--- src/rtl/tinyqv_serial_pkg.sv ---
// tinyqv_serial_pkg: constants shared by the nibble-serial word units.
package tinyqv_serial_pkg;
    localparam int NIBBLE_W = 4;
    localparam int CNT_W = 3;
    localparam logic [CNT_W-1:0] FRAME_LAST = 3'b111;
    localparam int WORD_W = 32;
endpackage

--- src/rtl/tinyqv_nibble_shreg.sv ---
// tinyqv_nibble_shreg: parallel-load, right-shift-by-one-nibble register.
module tinyqv_nibble_shreg
    import tinyqv_serial_pkg::*;
#(
    parameter int W = WORD_W
) (
    input  logic                clk,
    input  logic                i_clear,
    input  logic                i_load,
    input  logic                i_shift,
    input  logic [W-1:0]        i_data,
    output logic [NIBBLE_W-1:0] o_nibble
);
    logic [W-1:0] r_q;
    always_ff @(posedge clk) begin
        if (i_clear) r_q <= '0;
        else if (i_load) r_q <= i_data;
        else if (i_shift) r_q <= r_q >> NIBBLE_W;
    end
    assign o_nibble = r_q[NIBBLE_W-1:0];
endmodule

--- src/rtl/tinyqv_nibble_tx.sv ---
// tinyqv_nibble_tx: 32-bit valid/ready words to LSB-first nibble frames
// aligned to the shared nibble counter.
module tinyqv_nibble_tx
    import tinyqv_serial_pkg::*;
#(
    parameter int NIBBLES         = 8,
    parameter bit STICKY_UNDERRUN = 1'b1
) (
    input  logic                    clk,
    input  logic                    rstn,
    input  logic [CNT_W-1:0]        counter,
    input  logic [NIBBLES*NIBBLE_W-1:0] in_data,
    input  logic                    in_valid,
    output logic                    in_ready,
    output logic [NIBBLE_W-1:0]     out_nibble,
    output logic                    out_valid,
    output logic                    out_last,
    output logic                    underrun,
    input  logic                    underrun_clr
);
    localparam int W = NIBBLES * NIBBLE_W;
    logic [W-1:0]        r_pend;
    logic                r_pend_full;
    logic                r_act_valid;
    logic                r_underrun;
    logic                w_last;
    logic                w_acc;
    logic                w_set;
    logic [NIBBLE_W-1:0] w_nibble;
    assign w_last = counter == FRAME_LAST;
    assign in_ready = !r_pend_full | w_last;
    assign w_acc = in_valid & in_ready;
    assign w_set = w_last & r_act_valid & !r_pend_full;
    // The pending slot hands over and refills on the same boundary edge.
    tinyqv_nibble_shreg #(.W(W)) u_shreg (
        .clk      (clk),
        .i_clear  (!rstn | (w_last & !r_pend_full)),
        .i_load   (w_last & r_pend_full),
        .i_shift  (!w_last),
        .i_data   (r_pend),
        .o_nibble (w_nibble)
    );
    always_ff @(posedge clk) begin
        if (!rstn) begin
            r_pend      <= '0;
            r_pend_full <= 1'b0;
            r_act_valid <= 1'b0;
            r_underrun  <= 1'b0;
        end else begin
            if (w_acc) r_pend <= in_data;
            r_pend_full <= w_last ? w_acc : (r_pend_full | w_acc);
            if (w_last) r_act_valid <= r_pend_full;
            r_underrun <= STICKY_UNDERRUN ? (w_set | (r_underrun & !underrun_clr)) : w_set;
        end
    end
    assign out_nibble = r_act_valid ? w_nibble : '0;
    assign out_valid = r_act_valid;
    assign out_last = r_act_valid & w_last;
    assign underrun = r_underrun;
endmodule

--- config.mk ---
export PLATFORM = sky130hd
export DESIGN_NAME = tinyqv_nibble_tx
export DESIGN_NICKNAME = d
export VERILOG_FILES = /design/src/rtl/tinyqv_serial_pkg.sv /design/src/rtl/tinyqv_nibble_shreg.sv /design/src/rtl/tinyqv_nibble_tx.sv
export SDC_FILE = /design/constraint.sdc
export NUM_CORES = 1
export LEC_CHECK = 0
export CORE_UTILIZATION = 58
export CTS_BUF_LIST = sky130_fd_sc_hd__clkbuf_8
export DETAILED_ROUTE_END_ITERATION = 6
export PLACE_DENSITY = 0.91
export SYNTH_ARGS = -nofsm -noshare
export SYNTH_HDL_FRONTEND = slang
export SYNTH_SLANG_ARGS = --single-unit
export TNS_END_PERCENT = 50
--- constraint.sdc ---
create_clock -name clk -period 3 [get_ports clk]
set_clock_uncertainty 0.1 [all_clocks]
set_input_delay 0.3 -clock clk [delete_from_list [all_inputs] [get_ports clk]]
set_output_delay 0.3 -clock clk [all_outputs]
set_load 0.01 [all_outputs]
==> metrics, run 1 <==
Seq cells post-synth=67; total of max-cap violations=0; Remaining DRCs=0; Max Root-Sink Buffers=2; Setup violations, final=0; PwrDens=540 nW/um^2; # nets final=371; Post-Syn Area=2640 um^2; Worst-Margin Slew=676 ps; CTS root buf=clkbuf_8; CP arrival=1800 ps; setup repair bufs after CTS=0; crit path max fanout=14; area of the multi-input gates=1160 um^2; FMAX=454 MHz; share of post-route cells with drive strength above 1=6.53%; number of routed nets with antenna violations=0; CTS tree=done; Setup WS pre-CTS=815 ps; run status=complete, no violations; port buffer count=46; die width=69.5 um; CTS buffer count=9; register area share after synthesis=50.8%; synth top area cells=dfxtp_1 (51%), nand2_1 (14%), mux2i_1 (12%); RSZ-0062 raised after global routing=false; drt initial violations=92; Post-CTS Resized=0; fin crit share=73.4%; Setup TNS=0 ps; Clk Latency, worst-skew pair=330 ps; Syn. warnings=0; CTS Hold Bufs=0; Final Hold Viols=0; Syn Inst Count=294; CP required=2600 ps; reg2reg path depth=4; largest net degree at the start of global routing=56; drt wl/cell=13.1 um; H-tree levels=3; via count=2062; Layout area overhead=23.2%; Synth Net Count=333; Max-slew headroom=54.9%; Worst R2R End=r_pend[22]; core footprint=4350 um^2; vias in the first global route=1971; Setup crit start kind=primary input; Min Clock Period, post-route=2200 ps; commonest non-fill, non-tap cell in the layout=nand2_1; R2R Path Start=r_pend_full; TritonCTS Sinks=67; crit end category=primary output; Die Y=69.5 um; worst min-delay path class=reg -> reg; final setup margin=798 ps; post-synth top area cell=dfxtp_1; Post-DP HPWL=3140 um; most frequent cells in the layout=nand2_1 (96), dfxtp_1 (67), clkdlybuf4s50_1 (45), mux2i_1 (32), nand3_1 (28); first-pass GRT wire length=8710 um; number of I/O pins=47; die area=4830 um^2; overall power=1.76 mW; synthesized area per cell=8.98 um^2; Hold Startpoint=u_shreg.r_q[14]; final slew viol count=0; VDD IR max=0.438 mV; Total Wirelength=5100 um; Register Area=1340 um^2; final RePlAce weighted congestion=0.722; row count=24; initial antenna violation count=0; clock transition at the registers of the reported paths=70 ps; number of fill cells=312; GRT Util Overall=22.9%; hold path depth=2; Static Leak=1.25 nW; CP Class=in -> out; top cell type's share of synthesized area=50.8%; GRT Residual Overflow=0; Worst Hold Endpoint=u_shreg.r_q[10]; initial core utilization=60.6%; library cells used by synthesis=19; n_diodes=0; r2r setup slk=1530 ps; DR vias/cell=5.30; TritonRoute pass-1 iters=4
## how the worst max path moves through the flow
stage               start        to  slack, ps  cells past startpoint
6_report       counter[1]  in_ready        800                      4
5_1_grt        counter[1]  in_ready        720                      4
4_1_cts        counter[1]  in_ready        810                      4
3_5_place_dp   counter[1]  in_ready        810                      4
3_3_place_gp   counter[2]  in_ready        830                      4
2_1_floorplan  counter[2]  out_last       1690                      4
## flip-flops by register name (all words and copies together) (netlist names)
register	count
out_valid	1
underrun	1
u_shreg.r_q	32
r_pend_full	1
r_pend	32
## worst max-delay path, cell delays in order
cell             delay, ps
clkdlybuf4s50_1        500
nand3_2                290
nand2_1                170
clkdlybuf4s50_1        540
## area by class of cell
cell class                 count  area share, %
clock inverter                 5          0.654
clock buffer                  11           4.65
sequential                    67           41.2
timing repair buffer          52           15.8
tap                           52           2.00
multi-input combinational    202           35.7
## stage by stage
step	cells	cell area, um^2	hold slack, ps	util (%)
global route	389	3250	361	74.7
finish	389	3250	341	74.7
CTS	389	3250	338	74.7
global placement	373	3080	321	70.7
detailed placement	373	3080	324	70.7
floorplan	294	2640	311	-
## synth_stat cells, drive strengths merged
master / count
a21boi: 30
o21ai: 1
nand2: 96
dfxtp: 67
nand4b: 1
a21oi: 1
mux2i: 32
and3: 2
and2: 9
clkbuf: 7
nand3: 29
nor2b: 1
buf: 18
## where the power goes
part | internal (mW) | leakage (nW) | switching, mW
clock | 0.333 | 0.103 | 0.313
sequential | 0.922 | 0.545 | 0.0176
combinational | 0.0905 | 0.603 | 0.0802
## per-layer routing
layer	wire, um	vias up	part of all wire, %	track usage, %
met5	0	-	0	0
met4	41	0	0.80	9.30
met3	206	6	4.0	7.56
met2	2590	41	51	38.3
met1	2250	975	44	26.9
li1	-	1040	-	-
## logic make-up after synthesis
family / share of synthesized area [%]
mux: 12.1
simple gates: 22.5
compound gates: 9.34
buf+inv: 5.21
flops: 50.8
(Power assumes the default switching activity.)
==> run 2: changes to the inputs <==
- CORE_UTILIZATION: 58 -> 49
- PLACE_DENSITY: 0.91 -> 0.82
- clock period: 3 -> 1.8 ns (I/O delays scaled with it)
==> metrics, run 2 (synthesis gave the netlist of run 1 again) <==
run status=complete, no violations; DR vias/cell=4.95; post-route cell area=3310 um^2; area of the multi-input gates=1160 um^2; worst min-delay path class=in -> reg; FMAX=592 MHz; via count=2019; overall power=2.94 mW; CP required=1520 ps; row count=26; vias in the first global route=1852; Core Util, Final=64.4%; fin crit share=93.8%; crit-path cells=clkdlybuf4s50_1, nand3_2, nand2_1, clkdlybuf4s50_1; initial core utilization=51.4%; share of post-route cells with drive strength above 1=7.10%; largest registers=r_pend (32), u_shreg.r_q (32); final RePlAce weighted congestion=0.733; Crit-path slowest cell=clkdlybuf4s50_1; Clk Latency, worst-skew pair=340 ps; CTS buffer count=9; CP arrival=1410 ps; Worst-Margin Slew=331 ps; CTS tree=done; Setup TNS=0 ps; largest net degree at the start of global routing=68; VDD IR max=0.459 mV; Static Leak=1.28 nW; Remaining DRCs=0; R2R Path Start=r_pend_full; initial antenna violation count=0; # nets final=372; Total Wirelength=4970 um; crit path launch=counter[2]; CP Class=in -> out; WHS=125 ps; GRT Residual Overflow=0; n_diodes=0; first-pass GRT wire length=8130 um; H-tree levels=3; commonest non-fill, non-tap cell in the layout=nand2_1; drt initial violations=126; number of I/O pins=47; final slew viol count=0; total of max-cap violations=0; CTS root buf=clkbuf_8; Hold Startpoint=rstn; most frequent cells in the layout=nand2_1 (96), dfxtp_1 (66), clkdlybuf4s50_1 (44), mux2i_1 (32), nand3_1 (28); Crit path largest cell delay=530 ps; Final Hold Viols=0; Post-DP HPWL=3130 um; Register Area=1340 um^2; post-placement cell area=3140 um^2; clock transition at the registers of the reported paths=60 ps; die area=5690 um^2; TritonRoute pass-1 iters=4; number of routed nets with antenna violations=0; TritonCTS Sinks=67; drt wl/cell=12.2 um; Die Y=75.4 um; Layout area overhead=25.5%; GRT Util Overall=19.4%; core footprint=5140 um^2; crit end category=primary output; PwrDens=886 nW/um^2; die width=75.4 um; CTS Hold Bufs=0; Max-slew headroom=78.0%; most frequent CP cell=clkdlybuf4s50_1; Min Clock Period, post-route=1690 ps; number of fill cells=457; port buffer count=46; Setup violations, final=0; Setup crit start kind=primary input; RSZ-0062 raised after global routing=false; Max Root-Sink Buffers=2; crit path max fanout=3
## run 2: final timing paths
path / end / slack, ps / cells past startpoint
hold / removal: r_pend[21] / 130 / 3
setup reg to reg: u_shreg.r_q[29] / 510 / 3
setup / recovery: in_ready / 110 / 4
hold reg to reg: u_shreg.r_q[9] / 330 / 2
## run 2: per-stage QoR
stage	worst slack (ps)	cells
after detailed placement	22.1	392
final	111	408
after CTS	17.6	408
after global routing	26.3	408
after global placement	36.8	392
after floorplan	638	294
## run 2: cell type report
class,count,share of cell area (%)
Clock buffer,11,4.57
Clock inverter,5,0.642
Multi-Input combinational cell,202,35.1
Sequential cell,67,40.5
Tap cell,70,2.64
Timing Repair Buffer,53,16.5
## run 2: report_power, final
part / internal, mW / switching [mW]
Sequential: 1.54 / 0.0298
Clock: 0.555 / 0.522
Combinational: 0.160 / 0.132
## run 2: metal layers
metal / vias to the layer above / GRT usage [%] / part of all wire [%]
met4: 0 / 12.3 / 2.5
met2: 41 / 31.5 / 46
met3: 12 / 4.76 / 4.1
met5: - / 0 / 0
met1: 927 / 23.1 / 47
li1: 1039 / - / -
## run 2: worst max-delay path, delay by kind of cell
| kind | cells | cell delay (ps) |
|---|---|---|
| buf+inv | 2 | 1020 |
| simple gates | 2 | 210 |
## run 2: timing repair
item                       CTS  global route
resized for setup            0             2
buffers inserted             0             0
setup endpoints to repair    0             3
